### config.mk
export PLATFORM = sky130hd
export DESIGN_NAME = mem_access_unit_flat
export DESIGN_NICKNAME = d
export VERILOG_FILES = /design/src/rtl/mem_access_unit_pkg.sv /design/src/rtl/mem_access_unit_if.sv /design/src/rtl/mem_access_unit_load_ext.sv /design/src/rtl/mem_access_unit.sv /design/src/flat_wrapper.sv
export SDC_FILE = /design/constraint.sdc
export NUM_CORES = 1
export LEC_CHECK = 0
export ABC_AREA = 1
export BUFFER_PORTS_ARGS = -buffer_cell sky130_fd_sc_hd__clkbuf_2
export CAP_MARGIN = 20
export CORE_MARGIN = 1
export CORE_UTILIZATION = 39
export CTS_BUF_LIST = sky130_fd_sc_hd__clkbuf_8
export DETAILED_ROUTE_END_ITERATION = 12
export PLACE_DENSITY = 0.86
export SYNTH_ARGS = -nofsm -noshare
export SYNTH_HDL_FRONTEND = slang
export SYNTH_HIERARCHICAL = 1
export SYNTH_SLANG_ARGS = --single-unit
export TNS_END_PERCENT = 20
### constraint.sdc
create_clock -name clk -period 2.1 [get_ports clk]
set_input_delay 0.315 -clock clk [delete_from_list [all_inputs] [get_ports clk]]
set_output_delay 0.315 -clock clk [all_outputs]
set_load 0.02 [all_outputs]
### src/rtl/mem_access_unit_pkg.sv
// Shared encodings for the memory-stage load/store unit: access ops,
// bus transfer sizes and the bus handshake FSM states.
package mem_access_unit_pkg;

  typedef enum logic [2:0] {
    OP_LB  = 3'd0,
    OP_LBU = 3'd1,
    OP_LH  = 3'd2,
    OP_LHU = 3'd3,
    OP_LW  = 3'd4,
    OP_SB  = 3'd5,
    OP_SH  = 3'd6,
    OP_SW  = 3'd7
  } memop_e;

  typedef enum logic [1:0] {
    SZ_BYTE = 2'd0,
    SZ_HALF = 2'd1,
    SZ_WORD = 2'd2
  } size_e;

  typedef enum logic [1:0] {
    IDLE      = 2'd0,
    WAIT_ADDR = 2'd1,
    WAIT_DATA = 2'd2,
    DONE      = 2'd3
  } state_e;

  function automatic logic is_store(input memop_e op);
    return (op == OP_SB) || (op == OP_SH) || (op == OP_SW);
  endfunction

  function automatic size_e op_size(input memop_e op);
    case (op)
      OP_LB, OP_LBU, OP_SB: return SZ_BYTE;
      OP_LH, OP_LHU, OP_SH: return SZ_HALF;
      default:              return SZ_WORD;
    endcase
  endfunction

endpackage

### src/rtl/mem_access_unit_if.sv
// SRAM-like data bus with split address / data handshake.
interface mem_access_unit_if #(
  parameter int AW = 32,
  parameter int DW = 32
);
  logic            data_req;
  logic            data_wr;
  logic [1:0]      data_size;
  logic [AW-1:0]   data_addr;
  logic [DW-1:0]   data_wdata;
  logic [DW/8-1:0] data_wstrb;
  logic            data_addr_ok;
  logic            data_data_ok;
  logic [DW-1:0]   data_rdata;

  modport master (
    output data_req, data_wr, data_size, data_addr, data_wdata, data_wstrb,
    input  data_addr_ok, data_data_ok, data_rdata
  );

  modport slave (
    input  data_req, data_wr, data_size, data_addr, data_wdata, data_wstrb,
    output data_addr_ok, data_data_ok, data_rdata
  );
endinterface

### src/rtl/mem_access_unit_load_ext.sv
// Load lane select from the captured bus word plus sign/zero extension.
module mem_load_ext
  import mem_access_unit_pkg::*;
#(
  parameter int DW = 32
) (
  input  logic [DW-1:0] rdata,
  input  memop_e        op,
  input  logic [1:0]    off,
  output logic [DW-1:0] result
);
  logic [7:0]  byte_sel;
  logic [15:0] half_sel;

  always_comb begin
    byte_sel = rdata[7:0];
    case (off)
      2'd1:    byte_sel = rdata[15:8];
      2'd2:    byte_sel = rdata[23:16];
      2'd3:    byte_sel = rdata[31:24];
      default: byte_sel = rdata[7:0];
    endcase
    half_sel = off[1] ? rdata[31:16] : rdata[15:0];

    case (op)
      OP_LB:   result = {{(DW-8){byte_sel[7]}}, byte_sel};
      OP_LBU:  result = {{(DW-8){1'b0}}, byte_sel};
      OP_LH:   result = {{(DW-16){half_sel[15]}}, half_sel};
      OP_LHU:  result = {{(DW-16){1'b0}}, half_sel};
      default: result = rdata;
    endcase
  end
endmodule

### src/rtl/mem_access_unit.sv
// Memory-stage load/store unit: alignment checks, bus handshake FSM,
// store lane replication and load extension toward the M/W register.
module mem_access_unit
  import mem_access_unit_pkg::*;
#(
  parameter int AW = 32,
  parameter int DW = 32
) (
  input  logic            clk,
  input  logic            rst,
  input  logic            memenM,
  input  logic [2:0]      memopM,
  input  logic [AW-1:0]   aluoutM,
  input  logic [DW-1:0]   writedataM,
  input  logic            flushM,
  input  logic            pipe_stall,
  output logic            stallM,
  output logic [DW-1:0]   readdataM,
  output logic            adelM,
  output logic            adesM,
  output logic [AW-1:0]   badvaddrM,
  mem_access_unit_if.master bus
);
  localparam int NB = DW / 8;

  memop_e     op;
  logic [1:0] off;
  logic       store, misalign, active, go;

  state_e     state;
  logic       flush_q;
  logic [DW-1:0] rdata_q;
  memop_e     op_q;
  logic [1:0] off_q;

  assign op    = memop_e'(memopM);
  assign off   = aluoutM[1:0];
  assign store = is_store(op);

  always_comb begin
    case (op)
      OP_LH, OP_LHU, OP_SH: misalign = off[0];
      OP_LW, OP_SW:         misalign = |off;
      default:              misalign = 1'b0;
    endcase
  end

  assign active    = memenM & ~flushM & ~rst;
  assign adelM     = active & misalign & ~store;
  assign adesM     = active & misalign & store;
  assign go        = active & ~misalign;
  assign badvaddrM = aluoutM;

  // A raised request is held until accepted, even if M is flushed meanwhile.
  always_comb begin
    bus.data_req = 1'b0;
    stallM       = 1'b0;
    case (state)
      IDLE:      begin bus.data_req = go;   stallM = go;   end
      WAIT_ADDR: begin bus.data_req = 1'b1; stallM = 1'b1; end
      WAIT_DATA: stallM = 1'b1;
      default:   ;
    endcase
  end

  assign bus.data_wr   = store;
  assign bus.data_size = op_size(op);
  assign bus.data_addr = aluoutM;

  always_comb begin
    bus.data_wdata = writedataM;
    bus.data_wstrb = '0;
    case (op)
      OP_SB: begin
        bus.data_wdata = {NB{writedataM[7:0]}};
        bus.data_wstrb = NB'(1) << off;
      end
      OP_SH: begin
        bus.data_wdata = {(NB/2){writedataM[15:0]}};
        bus.data_wstrb = NB'(3) << off;
      end
      OP_SW:   bus.data_wstrb = '1;
      default: ;
    endcase
  end

  // Flushed transactions still complete on the bus but never reach DONE.
  always_ff @(posedge clk or posedge rst) begin
    if (rst) begin
      state   <= IDLE;
      flush_q <= 1'b0;
      rdata_q <= '0;
      op_q    <= OP_LB;
      off_q   <= 2'd0;
    end else begin
      case (state)
        IDLE: begin
          flush_q <= 1'b0;
          if (go) begin
            op_q  <= op;
            off_q <= off;
            state <= bus.data_addr_ok ? WAIT_DATA : WAIT_ADDR;
          end
        end
        WAIT_ADDR: begin
          if (flushM) flush_q <= 1'b1;
          if (bus.data_addr_ok) state <= WAIT_DATA;
        end
        WAIT_DATA: begin
          if (bus.data_data_ok) begin
            flush_q <= 1'b0;
            if (flush_q || flushM) begin
              state <= IDLE;
            end else begin
              rdata_q <= bus.data_rdata;
              state   <= DONE;
            end
          end else if (flushM) begin
            flush_q <= 1'b1;
          end
        end
        default: begin
          if (!pipe_stall) state <= IDLE;
        end
      endcase
    end
  end

  mem_load_ext #(.DW(DW)) u_load_ext (
    .rdata  (rdata_q),
    .op     (op_q),
    .off    (off_q),
    .result (readdataM)
  );
endmodule

### src/flat_wrapper.sv
// flat-port wrapper written by rule: the top's interface ports become plain ports
module mem_access_unit_flat import mem_access_unit_pkg::*;
#(
  parameter int AW = 32,
  parameter int DW = 32
)
  (clk, rst, memenM, memopM, aluoutM, writedataM, flushM, pipe_stall, stallM, readdataM, adelM, adesM, badvaddrM, bus_data_req, bus_data_wr, bus_data_size, bus_data_addr, bus_data_wdata, bus_data_wstrb, bus_data_addr_ok, bus_data_data_ok, bus_data_rdata);
  mem_access_unit_if #(.AW(AW), .DW(DW)) bus_i ();
  input  logic clk;
  input  logic rst;
  input  logic memenM;
  input  logic [2:0] memopM;
  input  logic [AW-1:0] aluoutM;
  input  logic [DW-1:0] writedataM;
  input  logic flushM;
  input  logic pipe_stall;
  output logic stallM;
  output logic [DW-1:0] readdataM;
  output logic adelM;
  output logic adesM;
  output logic [AW-1:0] badvaddrM;
  output wire logic [$bits(bus_i.data_req)-1:0] bus_data_req;
  output wire logic [$bits(bus_i.data_wr)-1:0] bus_data_wr;
  output wire logic [$bits(bus_i.data_size)-1:0] bus_data_size;
  output wire logic [$bits(bus_i.data_addr)-1:0] bus_data_addr;
  output wire logic [$bits(bus_i.data_wdata)-1:0] bus_data_wdata;
  output wire logic [$bits(bus_i.data_wstrb)-1:0] bus_data_wstrb;
  input wire logic [$bits(bus_i.data_addr_ok)-1:0] bus_data_addr_ok;
  input wire logic [$bits(bus_i.data_data_ok)-1:0] bus_data_data_ok;
  input wire logic [$bits(bus_i.data_rdata)-1:0] bus_data_rdata;
  assign bus_data_req = bus_i.data_req;
  assign bus_data_wr = bus_i.data_wr;
  assign bus_data_size = bus_i.data_size;
  assign bus_data_addr = bus_i.data_addr;
  assign bus_data_wdata = bus_i.data_wdata;
  assign bus_data_wstrb = bus_i.data_wstrb;
  assign bus_i.data_addr_ok = bus_data_addr_ok;
  assign bus_i.data_data_ok = bus_data_data_ok;
  assign bus_i.data_rdata = bus_data_rdata;
  mem_access_unit #(.AW(AW), .DW(DW)) u_core (.clk(clk), .rst(rst), .memenM(memenM), .memopM(memopM), .aluoutM(aluoutM), .writedataM(writedataM), .flushM(flushM), .pipe_stall(pipe_stall), .stallM(stallM), .readdataM(readdataM), .adelM(adelM), .adesM(adesM), .badvaddrM(badvaddrM), .bus(bus_i));
endmodule
# Yosys cells after proc, flatten, opt, wreduce, memory -nomap -nowiden
# Cells that the tools add are included.
totals:
  regBits: 40
  in_bits: 106
  output_inout_bits: 139
  elab_cells: 71
classes:
  n_eq_ne: 19
  shift: 2
  muxes: 19
  bitwise: 11
  n_reduce_logical: 15
ops:
  columns: ["operator", "n"]
  rows:
  - ["one-hot mux 32 bit (4 select lines)", 1]
  - ["one-hot mux 32 bit (2 select lines)", 1]
  - ["one-hot mux 8 bit (3 select lines)", 1]
  - ["two-way mux 16 bit", 1]
  - ["equality test 3 x 2 -> 1 bit (second input constant)", 4]
  - ["equality test 3 bit (second input constant)", 4]
  - ["two-way mux 2 bit", 6]
  - ["one-hot mux 4 bit (3 select lines)", 1]
  - ["AND 1 bit", 6]
  - ["equality test 2 bit (second input constant)", 3]
  - ["equality test 3 x 1 -> 1 bit (second input constant)", 2]
  - ["logical NOT 3 bit", 2]
  - ["one-hot mux 1 bit (2 select lines)", 3]
  - ["one-hot mux 2 bit (3 select lines)", 1]
  - ["OR reduction 2 bit", 3]
  - ["OR reduction 3 bit", 2]
  - ["NOT 1 bit", 5]
  - ["equality test 2 x 1 -> 1 bit (second input constant)", 2]
  - ["inequality test 2 bit (second input constant)", 2]
  - ["inequality test 4 x 1 -> 1 bit (second input constant)", 1]
  - ["one-hot mux 2 bit (2 select lines)", 1]
  - ["AND reduction 4 bit", 1]
  - ["<< shifter 1 x 2 -> 4 bit (first input constant)", 1]
  - ["<< shifter 2 x 2 -> 4 bit (first input constant)", 1]
  - ["8 further kinds", 11]

# Logic depth before layout (Yosys ltp)
# Gate-level depths: netlist of the first run.
logic_depth:
  ltp_word: 7
  ltp_mapped: 9
  ltp_nobuf: 9

# Cells and area by module
# The synthesis of the first run kept the hierarchy.
by_module_without_submodules:
  columns: ["mod", "n_inst", "cells_each", "area_per_inst_um2", "seq_area_each_um2"]
  rows:
  - ["mem_access_unit", 1, 303, 2657.5, 1001.0]
  - ["mem_load_ext", 1, 170, 848.3, 0.0]

# Worst setup path after synthesis of the first run
# OpenSTA, ideal clock, no wires.
synth_timing:
  kind: "in2out"
  start: "in rst"
  end: "out stallM"
  arrival_ns: 2.254
  t_required_ns: 1.785
  slack_ns: -0.469
  path_stages: 6
  n_path_buf: 1
  path_cell_list: "inv_1 -> nand2_1 -> nor2_1 -> nand4_1 -> buf_4 -> o21ai_0"
synth_via:
  elab_chain_len: 4
synth_lines:
  columns: ["element", "line", "rtl"]
  rows:
  - ["from (decl)", "flat_wrapper.sv:10", "input logic rst;"]
  - ["NOT 1 bit", "mem_access_unit.sv:48", "assign active = memenM & ~flushM & ~rst;"]
  - ["AND 1 bit", "mem_access_unit.sv:48", null]
  - ["AND 1 bit", "mem_access_unit.sv:51", "assign go = active & ~misalign;"]
  - ["one-hot mux 1 bit (2 select lines)", "mem_access_unit.sv:58", "case (state)"]
  - ["to (decl)", "flat_wrapper.sv:17", "output logic stallM;"]
# Every way passes these cells.

# Worst setup path after layout of the first run
layout_timing:
  start: "reg u_core.op_q[2]"
  end: "out readdataM[11]"
layout_via:
  elab_chain_len: 2
  elab_cells_between_ends: 5
  classes_between: "eq/ne (3); mux (1); reduce/logical (1)"
layout_lines:
  columns: ["element", "line", "rtl"]
  rows:
  - ["from (decl)", "mem_access_unit.sv:33", "memop_e op_q;"]
  - ["from (signal assigned)", "mem_access_unit.sv:100", "op_q <= op;"]
  - ["equality test 3 x 2 -> 1 bit (tied with other cells)", "mem_access_unit_load_ext.sv:25", "case (op)"]
  - ["one-hot mux 32 bit (4 select lines) *", "mem_access_unit_load_ext.sv:25", null]
  - ["to (decl)", "flat_wrapper.sv:18", "output logic [DW-1:0] readdataM;"]
# Mark *: on every way between the ends. The rest lies on a longest branch, timed or not.

==> flow_summary_export.csv, run 1 <==
group,metric,value,unit
status,outcome,"complete, no violations",
drt,final_antenna_net_count,0,
worst_setup_path,path_max_fanout,21,
worst_setup_path,r2r_end,"u_core/rdata_q[26]$_DFFE_PP0P_",
cells_and_area,final_util,47.5,%
cells_and_area,postLayoutCellArea,4150,um2
floorplanning,placementRows,34,
power,power.density,1710,nW/um2
global_route,grt_pass1_vias,3165,
worst_setup_path,rr_worst_depth,5,
run,maxCapViolCount,0,
worst_setup_path,cp.required,1.78,ns
worst_setup_path,start_kind,"flop",
cells_and_area,fill_cells,833,
timing,rsz0062_at_grt,"yes",
clock_tree,htreeDepth,2,
clock_tree,cts_buffer_depth,2,
global_route,grt_pass1_wl,15.0,mm
min_path,hold_class,"primary input to async pin",
place,place_area,3840,um2
global_route,antenna_found_initial,0,
worst_setup_path,reg2reg_slack,0.53,ns
cells_and_area,drive_gt1_share,42.0,%
clock_tree,cts.clk_slew.worst_paths,0.08,ns
timing,layout_min_cycle_time,2.04,ns
logic_synthesis,syn-num-nets,583,
floorplanning,ioPinCount,245,
place,port_buffers,154,
drt,viasPerCell,5.24,
logic_synthesis,syn_inst,473,
cells_and_area,diodes,0,
worst_setup_path,reg2reg_from,"u_core/state[0]$_DFFE_PP0P_",
timing,period_share,97.2,%
clock_tree,hold_buffers,0,
logic_synthesis,synth_area,3510,um2
power,clockPowerShare,12.4,%
timing,slew_headroom,64.4,%
worst_setup_path,cp-end-kind,"output port",
clock_tree,cts_root_buf,"clkbuf_8",
place,place_worst_setup_slack,0.254,ns
drt,drc,0,
clock_tree,clock_sinks,40,
floorplanning,die-area,9370,um2
floorplanning,fp.coreArea,8720,um2
drt,num_vias,3539,
floorplanning,die_w,96.8,um
logic_synthesis,synth.avg_cell_area,7.41,um2
global_route,globalRouteOverflowTotal,0,
timing,report.final.slew_viol_count,0,
floorplanning,die_h,96.8,um
global_route,grt_max_degree,41,
power,max-vdd-ir-drop,0.000712,V
worst_setup_path,cp_data_arrival_time,1.73,ns
global_route,grt_usage,19.9,%
place,hpwlAfterDp,7.59,mm
power,p_int,3.51,mW
drt,drt_iter0_drc,221,
logic_synthesis,yosys_warnings,6,
power,switching_power,3.59,mW
timing,setup_ws,0.0594,ns
logic_synthesis,synth.distinct_cells,26,
power,p_total,7.10,mW
drt,drtPass1Iterations,5,
power,p_comb_share,65.7,%
timing,finClkSkew,0.00539,ns
timing,hold_violations,0,
timing,setup_viol,0,
cells_and_area,finalNetCount,676,
place,routabilityCongestion,0.920,
logic_synthesis,ys_ff_latch,40,
power,p_leak,2.33,nW
power,power.share.sequential,21.9,%
clock_tree,numCtsBuffers,5,
power,switching_share,50.5,%
timing,worst_pin_slew,0.533,ns
floorplanning,start_util,40.2,%
drt,avgRoutedWirePerCell,15.0,um
cells_and_area,syn2layout_area_growth,18.2,%
clock_tree,cts_tree,"built",
timing,fmax,0.490,GHz
drt,drt_wl_total,10.2,mm
logic_synthesis,ys_seq_area_share,28.6,%
worst_setup_path,worstSetupPathType,"flop to output port",
worst_setup_path,cp-endpoint,"readdataM[11]",
worst_setup_path,startpoint,"u_core/op_q[2]$_DFFE_PP0P_",
clock_tree,clk_latency,0.30,ns
[flip-flops by register name, indices dropped and copies added (netlist names)]
register        count
u_core/state        2
u_core/flush_q      1
u_core/rdata_q     32
u_core/op_q         3
u_core/off_q        2
[power by group through the flow]
stage	combinational, mW	sequential (mW)	clock [mW]
5_1_grt	5.03	1.61	0.932
3_5_place_dp	4.23	1.55	0
6_report	4.67	1.56	0.880
3_3_place_gp	4.17	1.53	0
4_1_cts	4.35	1.53	0.894
2_1_floorplan	3.25	1.41	0
[cells by family after synthesis]
kind of cell / count (synthesis) / share of synthesized area (%)
AND/OR/NAND/NOR: 173 / 22.4
buffers and inverters: 138 / 24.5
AO/OA/AOI/OAI: 86 / 12.9
flip-flops: 40 / 28.6
multiplexers: 32 / 10.3
adder cells (fa/ha/maj): 4 / 1.43
[per-layer routing]
metal	up-vias	GRT usage, %	part of all wire [%]
met5	-	0	0
met4	0	9.18	3.6
met3	47	3.61	9.2
met2	223	36.1	51
met1	1604	22.3	37
li1	1665	-	-
[how the worst min path moves through the flow]
stage / slack [ns] / start / endpoint / depth (start not counted)
2_1_floorplan: 0.30 / rst / u_core/flush_q$_DFFE_PP0P_ / 1
3_5_place_dp: 0.50 / u_core/rdata_q[7]$_DFFE_PP0P_ / u_core/rdata_q[7]$_DFFE_PP0P_ / 1
4_1_cts: 0.22 / rst / u_core/op_q[0]$_DFFE_PP0P_ / 3
3_3_place_gp: 0.49 / u_core/rdata_q[7]$_DFFE_PP0P_ / u_core/rdata_q[7]$_DFFE_PP0P_ / 1
6_report: 0.18 / rst / u_core/flush_q$_DFFE_PP0P_ / 3
5_1_grt: 0.24 / bus_data_rdata[25] / u_core/rdata_q[25]$_DFFE_PP0P_ / 2
[layout by cell type, fill, tap and decap left out, types with 2 or more instances in the layout]
cell,count
nand3_4,4
dfrtp_1,38
nand3_1,28
buf_4,21
inv_2,4
buf_6,3
a21oi_1,12
inv_1,42
o21ai_0,56
nand3_2,7
ha_1,4
o21ai_1,5
nand2_1,107
clkbuf_8,5
nand2_4,3
nor2_1,22
nor3_4,2
clkbuf_2,149
dfrtp_2,2
o22ai_1,10
mux2_2,32
bufinv_16,3
[final cells by class]
cell class	count	area [um2]	area share, %
Timing Repair Buffer	174	957	23.1
Clock buffer	5	68.8	1.66
Inverter	48	186	4.50
Multi-Input combinational cell	297	1700	41.1
Sequential cell	40	1000	24.2
Clock inverter	3	90.1	2.17
Tap cell	108	135	3.26
[synth_stat cells, drive strengths merged]
cell    instances  area [um2]
nor3            3        37.5
buf            87         667
a21oi          12        60.1
ha              4        50.1
inv            48         180
o22ai          10        62.6
nor2           22        82.6
o211ai          1        7.51
nand3          37         233
a22o            1        8.76
clkbuf          3        11.3
a22oi           1        7.51
o21ai          61         305
dfrtp          40        1000
mux2           32         360
nand2         110         425
nand4           1        6.26
[through the flow]
step	setup TNS, ns	instances	hold slack (ns)
finish	0	675	0.184
CTS	-0.00315	671	0.218
floorplan	0	473	0.298
detailed placement	0	657	0.499
global placement	0	657	0.490
global route	-0.215	675	0.237
[worst max-delay path: stages, from the launching register on]
cell	delay (ns)
dfrtp_1	0.42
buf_6	0.19
nor3_4	0.19
buf_4	0.17
nand3_4	0.15
nand3_1	0.13
clkbuf_2	0.17
[repair_timing]
item,4_1_cts,5_1_grt
setup endpoints to repair,12,30
pin swaps,2,5
cloned,0,2
buffers inserted,6,2
resized for setup,3,24
hold endpoints to repair,0,0
(Power assumes the default switching activity.)
==> run 2, diff against run 1 <==
PLACE_DENSITY = 0.85   (was 0.86)
SYNTH_HIERARCHICAL = default   (was 1)
==> flow_summary_export.csv, run 2 <==
group,metric,value,unit
place,hpwlAfterDp,7.69,mm
timing,slew_headroom,66.2,%
global_route,antenna_found_initial,1,
cells_and_area,largest_reg_flops,32,
timing,worst_pin_slew,0.507,ns
timing,hold_violations,0,
timing,rsz0062_at_grt,"yes",
drt,avgRoutedWirePerCell,14.7,um
drt,num_vias,3533,
logic_synthesis,yosysTopAreaCell,"dfrtp_1",
floorplanning,die_w,97.1,um
cells_and_area,syn2layout_area_growth,16.6,%
power,p_leak,2.36,nW
drt,drc,0,
place,port_buffers,154,
worst_setup_path,start_kind,"flop",
floorplanning,placementRows,34,
logic_synthesis,ys_ff_latch,40,
worst_setup_path,worstSetupPathType,"flop to output port",
logic_synthesis,synthTopCellsByCount,"88 x nand2_1, 77 x buf_4, 57 x inv_1, 40 x dfrtp_1, 37 x o21ai_0",
clock_tree,cts.clk_slew.worst_paths,0.08,ns
global_route,met3_usage,5.97,%
logic_synthesis,netlist_top_cells_area,"dfrtp_1 28%, buf_4 16%, nand2_1 9.4%, inv_1 6.1%, o21ai_0 5.2%",
drt,drtPass1Iterations,5,
worst_setup_path,cp-end-kind,"output port",
timing,layout_min_cycle_time,2.09,ns
clock_tree,hold_buffers,0,
global_route,grt_busiest_layer,"met2",
clock_tree,clock_sinks,40,
global_route,met2_usage,34.3,%
timing,finClkSkew,0.00484,ns
logic_synthesis,synth_area,3530,um2
logic_synthesis,yosys_warnings,0,
clock_tree,cts_root_buf,"clkbuf_8",
timing,report.final.slew_viol_count,0,
worst_setup_path,path_max_fanout,12,
logic_synthesis,synth.most_common_cell,"nand2_1",
logic_synthesis,synth-edff-count,0,
global_route,grt_pass1_wl,15.1,mm
power,power.density,1560,nW/um2
place,routabilityCongestion,0.888,
clock_tree,cts_tree,"built",
timing,setup_viol,0,
logic_synthesis,synth.distinct_cells,34,
floorplanning,start_util,40.5,%
floorplanning,ioPinCount,245,
timing,period_share,99.4,%
floorplanning,die_h,97.1,um
place,place_area,3820,um2
floorplanning,fp.coreArea,8720,um2
logic_synthesis,synth_top_area_share,28.4,%
timing,fmax,0.479,GHz
cells_and_area,drive_gt1_share,39.9,%
logic_synthesis,synthArstFlopShare,100,%
drt,drt_wl_total,9.98,mm
power,max-vdd-ir-drop,0.000590,V
logic_synthesis,syn_inst,482,
global_route,gr-usage-met1,23.2,%
min_path,hold_class,"primary input to async pin",
worst_setup_path,startpoint,"u_core.off_q[1]$_DFFE_PP0P_",
cells_and_area,largestRegisters,"u_core.rdata_q (32), u_core.op_q (3)",
clock_tree,numCtsBuffers,5,
timing,tns,0,ns
cells_and_area,finalNetCount,682,
drt,final_antenna_net_count,0,
clock_tree,cts_buffer_depth,2,
cells_and_area,top_register,"u_core.rdata_q",
worst_setup_path,reg2reg_from,"u_core.state[0]$_DFFE_PP0P_",
worst_setup_path,cp_data_arrival_time,1.77,ns
global_route,grt_pass1_vias,3192,
worst_setup_path,cp.required,1.78,ns
drt,drt_iter0_drc,246,
clock_tree,clk_latency,0.29,ns
clock_tree,htreeDepth,2,
cells_and_area,layout_commonest_cell,"clkbuf_2",
floorplanning,die-area,9440,um2
logic_synthesis,syn-num-nets,592,
run,maxCapViolCount,0,
logic_synthesis,ys_seq_area_share,28.4,%
cells_and_area,fill_cells,846,
global_route,globalRouteOverflowTotal,0,
logic_synthesis,synth_flop_cell,"dfrtp_1",
cells_and_area,final_cell_mix,"131 x clkbuf_2, 88 x nand2_1, 55 x inv_1, 38 x dfrtp_1, 36 x o21ai_0",
global_route,grt_max_degree,41,
status,outcome,"complete, no violations",
global_route,grt_usage,19.9,%
cells_and_area,postLayoutCellArea,4120,um2
logic_synthesis,synth.avg_cell_area,7.32,um2
drt,viasPerCell,5.19,
==> run 2: cell types whose count changed after synthesis, sizes merged, moves of 2 or more <==
cell	change
mux2	-14
nand2	-15
buf	+2
o22ai	+5
a21oi	+23
mux2i	+5
inv	+11
o21ai	-19
nor2	+10
==> run 2: through the flow <==
step	setup WS, ns	total power, mW	instances	utilization [%]	hold WS [ns]
2_1_floorplan	0.171	4.44	482	-	0.302
3_3_place_gp	0.350	5.32	663	43.9	0.508
3_5_place_dp	0.315	5.44	663	43.9	0.520
4_1_cts	0.0143	6.00	670	45.0	0.231
5_1_grt	-0.0602	6.90	680	47.2	0.235
6_report	0.0133	6.44	681	47.2	0.215
==> run 2: area by class of cell <==
cell class	instances	area [um2]	share of cell area, %
Antenna cell	1	2.50	0.0608
Clock buffer	7	96.3	2.34
Inverter	59	228	5.53
Multi-Input combinational cell	292	1650	40.2
Sequential cell	40	1000	24.4
Tap cell	108	135	3.28
Timing Repair Buffer	174	997	24.2
==> run 2: worst max-delay path, stage by stage, from the launching register on <==
cell and delay, ns:
dfrtp_1 0.37, buf_6 0.14, inv_4 0.05, nand3_1 0.07, nand4_1 0.18, o211ai_4 0.20, clkbuf_16 0.22, nand3_1 0.08
clkbuf_2 0.16
==> run 2: cells by family after synthesis <==
logic type / after synthesis / synth area share, %
AOI/OAI and AO/OA: 95 / 14.8
adders and majority gates: 4 / 1.42
buffers and inverters: 150 / 26.2
DFF: 40 / 28.4
muxes: 23 / 7.27
and+or+nand+nor: 170 / 22.0
==> run 2: repair_timing <==
item	in CTS	in global routing
resized for setup	1	46
pin swaps	0	4
endpoints found under the setup margin	1	28
gates cloned	0	2
buffers inserted	0	8
==> run 2: layer usage <==
metal | vias to the layer above | part of all wire, %
met5 | - | 0
met4 | 0 | 2.7
met3 | 34 | 10
met2 | 201 | 49
met1 | 1629 | 38
li1 | 1669 | -
==> run 2: report_power, final <==
part	total [mW]	internal, mW	switching (mW)
Sequential	1.54	1.16	0.379
Combinational	4.35	1.71	2.65
Clock	0.545	0.292	0.252
==> run 2: final timing paths <==
kind	endpoint	slack, ns	cells past startpoint
setup / recovery	readdataM[11]	0.01	8
hold / removal	u_core.op_q[2]$_DFFE_PP0P_	0.21	3
setup reg to reg	u_core.rdata_q[22]$_DFFE_PP0P_	0.31	6
hold reg to reg	u_core.rdata_q[0]$_DFFE_PP0P_	0.53	1
max in group asynchronous	u_core.state[0]$_DFFE_PP0P_	1.49	3
min in group clk	u_core.rdata_q[27]$_DFFE_PP0P_	0.24	2
